File: config.mk
export PLATFORM = sky130hd
export DESIGN_NAME = cache_refill_engine
export DESIGN_NICKNAME = d
export VERILOG_FILES = /design/src/rtl/cache_refill_engine.sv
export SDC_FILE = /design/constraint.sdc
export NUM_CORES = 1
export LEC_CHECK = 0
export ABC_AREA = 1
export CORE_MARGIN = 3
export CORE_UTILIZATION = 42
export CTS_BUF_LIST = sky130_fd_sc_hd__clkbuf_4 sky130_fd_sc_hd__clkbuf_8
export CTS_CLUSTER_SIZE = 30
export DETAILED_ROUTE_END_ITERATION = 12
export HOLD_SLACK_MARGIN = 0.08
export PLACE_DENSITY = 0.82
export SLEW_MARGIN = 30
export SYNTH_ARGS = -nofsm -noshare
export SYNTH_HDL_FRONTEND = slang
export SYNTH_SLANG_ARGS = --single-unit
File: constraint.sdc
create_clock -name globalclock_i -period 2.4 [get_ports globalclock_i]
set_input_delay 0.24 -clock globalclock_i [delete_from_list [all_inputs] [get_ports globalclock_i]]
set_output_delay 0.24 -clock globalclock_i [all_outputs]
set_load 0.03 [all_outputs]
File: src/rtl/cache_refill_engine.sv
// Line-fill engine: fetches one cache line word by word from main RAM and writes it into the data/tag arrays.
// Latency: accept edge to refill_done high is 2*BW+3 cycles with zero-wait RAM; each RAM wait cycle adds one.
// Backpressure: mem_req is held until mem_ack; wait states are unbounded; refill_req outside IDLE is ignored.
//
// Ports:
//   globalclock_i / reset_i    : single rising-edge clock, asynchronous active-high reset
//   refill_req_i / miss_addr_i : fill request from the cache controller; the address is latched on accept
//   busy_o / refill_done_o     : fill in progress / one-cycle completion pulse
//   mem_req_o / mem_addr_o     : RAM read request {tag,index,offset}, held stable until mem_ack_i
//   mem_ack_i / mem_rdata_i    : RAM acknowledge, with the read data valid in the same cycle
//   cw_en_o / cw_index_o / cw_offset_o / cw_data_o : data-array write port
//   tag_we_o / tag_data_o / tag_valid_o            : tag-array write port (index on cw_index_o)
// Optional feature: define CRITICAL_WORD_FIRST_EN to start the fill at the missed word and wrap.
module cache_refill_engine #(
    parameter int ADDR_W   = 15,
    parameter int WORD_W   = 8,
    parameter int OFFSET_W = 2,
    parameter int INDEX_W  = 5
) (
    input  logic                                 globalclock_i,
    input  logic                                 reset_i,
    input  logic                                 refill_req_i,
    input  logic [ADDR_W-1:0]                    miss_addr_i,
    output logic                                 busy_o,
    output logic                                 refill_done_o,
    output logic                                 mem_req_o,
    output logic [ADDR_W-1:0]                    mem_addr_o,
    input  logic                                 mem_ack_i,
    input  logic [WORD_W-1:0]                    mem_rdata_i,
    output logic                                 cw_en_o,
    output logic [INDEX_W-1:0]                   cw_index_o,
    output logic [OFFSET_W-1:0]                  cw_offset_o,
    output logic [WORD_W-1:0]                    cw_data_o,
    output logic                                 tag_we_o,
    output logic [ADDR_W-INDEX_W-OFFSET_W-1:0]   tag_data_o,
    output logic                                 tag_valid_o
);
    localparam int TAG_W = ADDR_W - INDEX_W - OFFSET_W;
    localparam int CNT_W = OFFSET_W + 1;
    localparam logic [CNT_W-1:0] LAST_CNT = CNT_W'((1 << OFFSET_W) - 1);

`ifdef CRITICAL_WORD_FIRST_EN
    localparam bit CWF = 1'b1;
`else
    localparam bit CWF = 1'b0;
`endif

    typedef enum logic [2:0] {
        S_IDLE, S_INVAL, S_FETCH, S_WRITE, S_TAG, S_DONE
    } state_t;

    state_t              state_q, state_d;
    logic [ADDR_W-1:0]   addr_q, addr_d;
    logic [CNT_W-1:0]    cnt_q, cnt_d;
    logic [WORD_W-1:0]   cw_data_q, cw_data_d;

    logic [TAG_W-1:0]    line_tag;
    logic [INDEX_W-1:0]  line_idx;
    logic [OFFSET_W-1:0] start_off;
    logic [OFFSET_W-1:0] cur_off;

    assign line_tag  = addr_q[ADDR_W-1 -: TAG_W];
    assign line_idx  = addr_q[OFFSET_W +: INDEX_W];
    assign start_off = CWF ? addr_q[OFFSET_W-1:0] : '0;
    // Truncating add makes the word sequence wrap inside the line.
    assign cur_off   = start_off + cnt_q[OFFSET_W-1:0];

    // State register
    always_ff @(posedge globalclock_i or posedge reset_i) begin
        if (reset_i) begin
            state_q <= S_IDLE;
        end else begin
            state_q <= state_d;
        end
    end

    // Datapath registers
    always_ff @(posedge globalclock_i or posedge reset_i) begin
        if (reset_i) begin
            addr_q    <= '0;
            cnt_q     <= '0;
            cw_data_q <= '0;
        end else begin
            addr_q    <= addr_d;
            cnt_q     <= cnt_d;
            cw_data_q <= cw_data_d;
        end
    end

    // Next-state logic
    always_comb begin
        state_d = state_q;
        case (state_q)
            S_IDLE:  if (refill_req_i) state_d = S_INVAL;
            S_INVAL: state_d = S_FETCH;
            S_FETCH: if (mem_ack_i) state_d = S_WRITE;
            S_WRITE: state_d = (cnt_q == LAST_CNT) ? S_TAG : S_FETCH;
            S_TAG:   state_d = S_DONE;
            S_DONE:  state_d = S_IDLE;
            default: state_d = S_IDLE;
        endcase
    end

    // Datapath next values
    always_comb begin
        addr_d    = addr_q;
        cnt_d     = cnt_q;
        cw_data_d = cw_data_q;
        case (state_q)
            S_IDLE:  if (refill_req_i) addr_d = miss_addr_i;
            S_INVAL: cnt_d = '0;
            S_FETCH: if (mem_ack_i) cw_data_d = mem_rdata_i;
            S_WRITE: cnt_d = cnt_q + CNT_W'(1);
            default: ;
        endcase
    end

    // Outputs decoded from state; address fields are zero outside the states that use them.
    always_comb begin
        busy_o        = (state_q != S_IDLE);
        refill_done_o = 1'b0;
        mem_req_o     = 1'b0;
        mem_addr_o    = '0;
        cw_en_o       = 1'b0;
        cw_index_o    = '0;
        cw_offset_o   = '0;
        tag_we_o      = 1'b0;
        tag_data_o    = '0;
        tag_valid_o   = 1'b0;
        case (state_q)
            S_INVAL: begin
                // Clear valid before any data word lands, so an aborted fill leaves no stale line.
                tag_we_o   = 1'b1;
                cw_index_o = line_idx;
                tag_data_o = line_tag;
            end
            S_FETCH: begin
                mem_req_o  = 1'b1;
                mem_addr_o = {line_tag, line_idx, cur_off};
            end
            S_WRITE: begin
                cw_en_o     = 1'b1;
                cw_index_o  = line_idx;
                cw_offset_o = cur_off;
            end
            S_TAG: begin
                tag_we_o    = 1'b1;
                tag_valid_o = 1'b1;
                cw_index_o  = line_idx;
                tag_data_o  = line_tag;
            end
            S_DONE:  refill_done_o = 1'b1;
            default: ;
        endcase
    end

    assign cw_data_o = cw_data_q;

endmodule

==> results.md, run 1 <==
- Yosys warning count: 0
- Post-Layout Cell Count: 297
- Ports: 71
- Critical path class: reg -> out
- CTS tree: yes
- Flop pwr share: 28.7%
- Setup TNS: 0 ps
- Critical R2R Launch: state_q[0]
- GR Util met3: 7.91%
- CP endpoint: cw_offset_o[0]
- Simple-gate share of the synthesized area: 27.8%
- Worst-path fanout max: 7
- Most common cell after layout, fill and taps aside: clkdlybuf4s50_1
- Max Freq: 0.442 GHz
- Core area: 2920 um2
- FF-to-FF setup slack: 890 ps
- Worst IR drop on VDD: 0.000858 V
- Post-CTS Setup Inserts: 0
- Setup violations, final: 0
- Die area: 3950 um2
- Yosys top cell by area: dfrtp_1
- Worst-Margin Slew: 548 ps
- Congestion Overflow GR: 0
- First-pass GRT wire length: 5840 um
- Ant diodes: 0
- Vias: 1,376
- Clk pwr share: 7.2%
- Main combinational cell family by area after synthesis: simple AND/OR/NAND/NOR gates
- WL/cell: 11.7 um
- Crit start category: flop
- DP Wirelength: 2650 um
- CP required: 2160 ps
- Mux cell area share after synthesis: 0%
- GR Util met1: 21.6%
- Synth top area share: 49.8%
- TritonRoute pass-1 iters: 4
- Int Power: 1.36 mW
- Antenna violations before repair: 0
- Post-route clock period utilization: 94.2%
- Worst Hold Class: in -> async
- CTS H-tree depth: 1
- Vias per cell: 4.63
- Largest net degree at the start of global routing: 27
- Clock sink count: 27
- WL final: 3470 um
- Run status: complete, no violations
- Num CTS Buffers: 3
- Post-Synth Adder-Cell Area: 1.85%
- Cell Area, Synth: 1360 um2
- Die width: 62.8 um
- Commonest non-fill, non-tap cells in the layout: clkdlybuf4s50_1, inv_1, nand2_1
- Hold Worst Slack: 231 ps
- Part of the Yosys area used for sequential elements: 49.8%
- Worst Clk Skew: 11.1 ps
- Reg2Reg Depth: 3
- PnR Total Power: 2.78 mW
- Max-cap violations: 0
- Cells after synthesis: 184
- XOR/XNOR share of the synthesized area: 0%
- Leak: 1.21 nW
- Slew Viols, Final: 0
- Area Overhead vs Synth: 56.2%
- DRT iter0 DRCs: 66
- Busiest layer in global routing: met2
- Fin. Hold Viols: 0
- Share of cells above drive strength 1: 4.31%
- GR Util All Layers: 18.3%
- Crit path DAT: 2020 ps
- Post-synth net total: 213
- Placed cell count: 293
- Tmin final: 2260 ps
- Synth area leaders: dfrtp_1, inv_1, nand2_1
- Complex-gate fraction of the synthesized area: 6.64%
- Routability cong.: 0.737
- Setup crit start: state_q[2]
- Antenna Nets Post-Route: 0
- Switching fraction of total power: 50.8%
- Pwr Density: 1310 nW/um2
- Root Buffer: clkbuf_4
- Port bufs: 68
- R2R Path End: addr_q[12]
- Synth unique cells: 15
- Logic pwr share: 64.0%
- Placement row count: 19
- Clock slew at reported path FFs: 150 ps
- Layout Nets: 285
- Initial Util: 46.4%
- Clk_lat worst skew: 330 ps
- Number of global-route vias before repair: 1,406
- Die Y: 62.8 um
- Met2 GRT Util: 29.6%
- Syn Area/Cell: 7.37 um2
- Net Sw Power: 1.41 mW
- Max Root-Sink Buffers: 2
- DRC viols: 0
- Register bit total from synthesis: 27
- Slew HR: 63.4%
- Setup crit end kind: primary output
flip-flops by register name, summed over array words and instances (netlist names):
signal,count
cw_data_o,8
state_q,3
addr_q,13
cnt_q,3
worst min-delay path by stage:
| stage | endpoint | depth (start not counted) | startpoint | slack, ps |
|---|---|---|---|---|
| after global placement | cw_data_o[7] | 2 | cw_data_o[7] | 460 |
| after global routing | cw_data_o[0] | 2 | reset_i | 270 |
| after detailed placement | cw_data_o[7] | 2 | cw_data_o[7] | 470 |
| final | cw_data_o[2] | 2 | reset_i | 230 |
| after floorplan | addr_q[10] | 1 | reset_i | 290 |
| after CTS | cw_data_o[2] | 2 | reset_i | 240 |
cells in the mapped netlist:
| library cell | n |
|---|---|
| buf_6 | 1 |
| dfrtp_1 | 27 |
| clkbuf_1 | 2 |
| nand3b_1 | 1 |
| nor2_1 | 28 |
| inv_1 | 43 |
| o21ai_0 | 18 |
| nand3_2 | 1 |
| nor3_4 | 1 |
| inv_2 | 1 |
| nor3_1 | 1 |
| nand3_1 | 15 |
| nand2_1 | 42 |
| buf_2 | 1 |
| ha_1 | 2 |
layout make-up:
cell class / count / area (um2)
Tap cell: 42 / 52.6
Clock inverter: 1 / 7.51
Timing Repair Buffer: 71 / 701
Multi-Input combinational cell: 109 / 494
Sequential cell: 27 / 676
Clock buffer: 3 / 22.5
Inverter: 44 / 165
Fill cell: 243 / 806
power by group through the flow:
stage	clock network [mW]	logic, mW	registers [mW]
after floorplan	0	1.01	0.902
after global placement	0	1.80	0.795
after detailed placement	0	1.84	0.801
after CTS	0.207	1.80	0.792
after global routing	0.224	1.94	0.826
final	0.200	1.78	0.798
critical path, stage by stage (launching register included):
cell and delay [ps]:
dfrtp_1 450, inv_1 190, nand3_1 120, buf_4 180, nor2_1 80, clkdlybuf4s50_1 680
cell families (layout without fill, tap and decap cells):
logic type                 count (synthesis)  after routing
AOI/OAI and AO/OA                         18             18
buffers and inverters                     48            119
adders and majority gates                  2              2
and+or+nand+nor                           89             89
DFF                                       27             27
metal layers:
metal | part of all wire [%] | up-vias | wire (um)
li1 | - | 687 | -
met1 | 43 | 632 | 1490
met2 | 45 | 53 | 1580
met3 | 11 | 4 | 373
met4 | 0.89 | 0 | 31
met5 | 0 | - | 0
per-stage QoR:
| stage | worst slack, ps | util (%) | cell area [um2] |
|---|---|---|---|
| 6_report | 138 | 72.4 | 2120 |
| 5_1_grt | -7.61 | 72.4 | 2120 |
| 4_1_cts | 86.5 | 71.9 | 2100 |
| 3_5_place_dp | 224 | 71.4 | 2090 |
| 3_3_place_gp | 281 | 71.4 | 2090 |
| 2_1_floorplan | 516 | - | 1360 |
what timing repair did:
item	in CTS	in global routing
hold buffers	0	0
resized for setup	13	7
setup endpoints to repair	13	19
(Power assumes the default switching activity.)
==> run 2: changes to the inputs <==
- CORE_UTILIZATION: 42 -> 40
- PLACE_DENSITY: 0.82 -> 0.78
- SKIP_CTS_REPAIR_TIMING: default -> 1
- clock period: 2.4 -> 2.5 ns (I/O delays scaled with it)
==> run 2 against run 1 <==
  * Largest power group unchanged
  * Global-route usage is 0.14 points lower
  * Critical path type unchanged
  * Cell count is 0.67% higher
  * Cell area is 2.1% higher
==> results.md, run 2 (synthesis gave the netlist of run 1 again) <==
- Run status: complete, no violations
- Crit start category: flop
- Placed cell count: 295
- Antenna Nets Post-Route: 0
- Reg2Reg Depth: 3
- Pwr Density: 1260 nW/um2
- Critical path class: reg -> out
- Routability cong.: 0.715
- Layout Nets: 285
- Post-Layout Cell Count: 299
- Clk_lat worst skew: 330 ps
- Largest net degree at the start of global routing: 28
- GR Util met1: 22.7%
- DP Wirelength: 2640 um
- GR Util All Layers: 18.1%
- GR Util met3: 6.50%
- Worst Clk Skew: 1.81 ps
- Slew Viols, Final: 0
- Slew HR: 71.8%
- Core area: 3150 um2
- Placed cell areas: 2090 um2
- Die area: 4130 um2
- R2R Path End: addr_q[13]
- TritonRoute pass-1 iters: 4
- Max Root-Sink Buffers: 2
- Tmin final: 2330 ps
- Most common cell after layout, fill and taps aside: clkdlybuf4s50_1
- Ant diodes: 0
- Busiest layer in global routing: met2
- Leak: 1.32 nW
- Root Buffer: clkbuf_4
- Worst-path fanout max: 7
- Crit path DAT: 2080 ps
- Setup crit end kind: primary output
- Largest Register: addr_q
- Initial Util: 43.0%
- Worst Hold Class: in -> async
- Share of cells above drive strength 1: 4.71%
- Commonest non-fill, non-tap cells in the layout: clkdlybuf4s50_1, inv_1, nand2_1
- Max FFs per register: 13
- Post-route clock period utilization: 93.3%
- WL/cell: 12.1 um
- Port bufs: 68
- Core Util, Final: 68.6%
- CTS H-tree depth: 1
- Congestion Overflow GR: 0
- WL final: 3630 um
- CP required: 2250 ps
- Setup violations, final: 0
- Max-cap violations: 0
- Die Y: 64.2 um
- Max Freq: 0.429 GHz
- Ports: 71
- Setup crit start: state_q[2]
- Worst-Margin Slew: 422 ps
- DRC viols: 0
- Worst IR drop on VDD: 0.000580 V
- DRT iter0 DRCs: 43
- Number of global-route vias before repair: 1,280
- Critical R2R Launch: state_q[0]
- Fillers: 280
- CP endpoint: cw_offset_o[0]
- Num CTS Buffers: 3
- CTS tree: yes
- FF-to-FF setup slack: 1060 ps
- Antenna violations before repair: 0
- Fin. Hold Viols: 0
- Vias per cell: 4.33
- Clock sink count: 27
- Vias: 1,295
- Met2 GRT Util: 28.1%
- Die width: 64.2 um
- Clock slew at reported path FFs: 140 ps
- First-pass GRT wire length: 5800 um
- RSZ-0062 raised after global routing: no
- Finished Cell Area: 2160 um2
- Area Overhead vs Synth: 59.5%
- Placement row count: 20
[run 2: how the worst min path moves through the flow]
stage | cells past startpoint | endpoint | start
2_1_floorplan | 1 | addr_q[10] | reset_i
3_3_place_gp | 2 | cw_data_o[0] | cw_data_o[0]
3_5_place_dp | 2 | cw_data_o[0] | cw_data_o[0]
4_1_cts | 3 | addr_q[10] | reset_i
5_1_grt | 3 | addr_q[10] | reset_i
6_report | 3 | addr_q[10] | reset_i
[run 2: cell type report]
type | instances | area [um2] | share of cell area (%)
timing repair buffer | 71 | 738 | 34.1
sequential | 27 | 676 | 31.2
multi-input combinational | 109 | 499 | 23.1
inverter | 44 | 165 | 7.63
tap | 44 | 55.1 | 2.54
clock buffer | 4 | 30.0 | 1.39
[run 2: routing by layer]
layer / part of all wire, % / vias up / routed length [um]
li1: - / 688 / -
met1: 44 / 555 / 1610
met2: 45 / 47 / 1640
met3: 8.8 / 5 / 319
met4: 1.5 / 0 / 55
met5: 0 / - / 0
[run 2: stage by stage]
stage | setup TNS (ps) | hold WS, ps | setup WS, ps | power (mW)
after floorplan | 0 | 303 | 606 | 1.83
after detailed placement | 0 | 464 | 320 | 2.54
final | 0 | 257 | 169 | 2.72
after CTS | -628 | 264 | -81.8 | 2.74
after global placement | 0 | 462 | 333 | 2.50
after global routing | 0 | 298 | 14.8 | 2.92
[run 2: worst max-delay path, cell delays in order (launching register included)]
cell	delay, ps
dfrtp_1	460
inv_1	200
nand3_1	150
buf_4	190
nor2_1	80
clkdlybuf4s50_1	680
[run 2: power by group]
group / switching [mW] / internal [mW]
Clock: 0.129 / 0.0735
Sequential: 0.132 / 0.632
Combinational: 1.10 / 0.655
==> run 3: changes to the inputs <==
- PLACE_DENSITY: 0.78 -> default
- PLACE_DENSITY_LB_ADDON: default -> 0.15
==> run 3 against run 2 <==
  * Global-route usage fell by 0.87 points
  * Cell count did not move
  * Critical path depth did not move
  * Core utilization fell by 0.16 points
  * Power fell by 0.75%
  * Via count rose by 1.8%
  * Wire length fell by 4.0%
  * Non-clock buffer count did not move
  * Sequential power barely moved
  * Register-to-register slack got worse by 50 ps
  * Worst setup slack got worse by 27 ps
  * Hold slack improved by 11 ps
==> results.md, run 3 (synthesis gave the netlist of run 1 again) <==
- Worst setup margin: 141 ps
- Clock slew at reported path FFs: 150 ps
- Setup crit end kind: primary output
- Die area: 4130 um2
- Die width: 64.2 um
- Core area: 3150 um2
- Critical path class: reg -> out
- Area Overhead vs Synth: 59.1%
- FF-to-FF setup slack: 1010 ps
- Worst-path fanout max: 7
- Tmin final: 2360 ps
- Clk_lat worst skew: 340 ps
- First-pass GRT wire length: 5600 um
- Fin. Hold Viols: 0
- Post-Layout Cell Count: 299
- Antenna violations before repair: 0
- Critical R2R Launch: state_q[2]
- Max FFs per register: 13
- Finished Cell Area: 2160 um2
- Placement row count: 20
- DP Wirelength: 2640 um
- Worst Clk Skew: 13.5 ps
- Max Freq: 0.424 GHz
- Commonest non-fill, non-tap cells in the layout: clkdlybuf4s50_1, inv_1, nand2_1
- Share of cells above drive strength 1: 4.71%
- WL/cell: 11.6 um
- Most common cell after layout, fill and taps aside: clkdlybuf4s50_1
- Placed cell areas: 2090 um2
- R2R Path End: addr_q[12]
- Die Y: 64.2 um
- Worst IR drop on VDD: 0.000600 V
- DRC viols: 0
- Reg2Reg Depth: 3
- Slew Viols, Final: 0
- Ant diodes: 0
- Worst Hold Class: in -> async
- Core Util, Final: 68.5%
- Max Root-Sink Buffers: 2
- Max-cap violations: 0
- Setup TNS: 0 ps
- Pwr Density: 1250 nW/um2
- Setup WS pre-CTS: 320 ps
- Slew HR: 69.6%
- Congestion Overflow GR: 0
- CTS tree: yes
- Fillers: 283
- Number of global-route vias before repair: 1,256
- CP required: 2250 ps
- GR Util All Layers: 17.3%
- DRT iter0 DRCs: 67
- CTS H-tree depth: 1
- Worst-Margin Slew: 456 ps
- Largest Register: addr_q
- Placed cell count: 295
- Clock sink count: 27
- RSZ-0062 raised after global routing: no
- Num CTS Buffers: 3
- Vias: 1,318
- Antenna Nets Post-Route: 0
- TritonRoute pass-1 iters: 4
- Vias per cell: 4.41
- Post-route clock period utilization: 94.3%
- Routability cong.: 0.740
- Root Buffer: clkbuf_4
- Crit path DAT: 2110 ps
- Initial Util: 43.0%
- Leak: 1.30 nW
- Layout Nets: 285
- Run status: complete, no violations
- Crit start category: flop
- WL final: 3480 um
- Setup violations, final: 0
- Ports: 71
- Largest net degree at the start of global routing: 28
- Port bufs: 68
==> run 3: cell count changes in the layout (fill, tap and decap cells not counted) <==
cell	before	now
dlymetal6s2s_1	14	13
clkbuf_4	4	3
clkinv_2	0	1
clkdlybuf4s50_1	54	55
==> run 3: per-layer routing <==
metal / up-vias / GRT usage, % / share of wire [%]
li1: 687 / - / -
met1: 596 / 21.7 / 45
met2: 31 / 29.5 / 49
met3: 4 / 3.51 / 4.8
met4: 0 / 5.54 / 1.1
met5: - / 0 / 0
==> run 3: cell type report <==
| class | count | area (um2) | area share, % |
|---|---|---|---|
| Multi-Input combinational cell | 109 | 499 | 23.1 |
| Timing Repair Buffer | 71 | 736 | 34.1 |
| Tap cell | 44 | 55.1 | 2.55 |
| Clock buffer | 3 | 22.5 | 1.04 |
| Sequential cell | 27 | 676 | 31.3 |
| Clock inverter | 1 | 5.00 | 0.232 |
| Inverter | 44 | 165 | 7.65 |
==> run 3: worst max-delay path by stage <==
stage | startpoint | to | slack [ps] | cells past startpoint
global route | state_q[2] | cw_en_o | 10 | 5
CTS | state_q[2] | tag_data_o[1] | -80 | 6
finish | state_q[2] | cw_en_o | 140 | 5
global placement | state_q[0] | tag_data_o[1] | 350 | 6
detailed placement | state_q[0] | tag_data_o[1] | 320 | 6
floorplan | state_q[0] | mem_addr_o[0] | 610 | 4
==> run 3: worst max-delay path, cell delays in order (launching register included) <==
cell             delay [ps]
dfrtp_1                 460
inv_1                   190
nand3_1                 140
buf_4                   180
inv_1                   110
clkdlybuf4s50_1         680
==> run 3: per-stage QoR <==
stage                     total power, mW  hold WS [ps]
after global routing                 2.90           289
final                                2.70           268
after detailed placement             2.53           464
after floorplan                      1.83           303
after global placement               2.50           461
after CTS                            2.73           267
==> run 3: where the power goes <==
| part | leakage (nW) | internal (mW) | total, mW | switching [mW] |
|---|---|---|---|---|
| logic | 0.949 | 0.657 | 1.74 | 1.08 |
| registers | 0.339 | 0.633 | 0.763 | 0.130 |
| clock network | 0.0177 | 0.0602 | 0.192 | 0.132 |
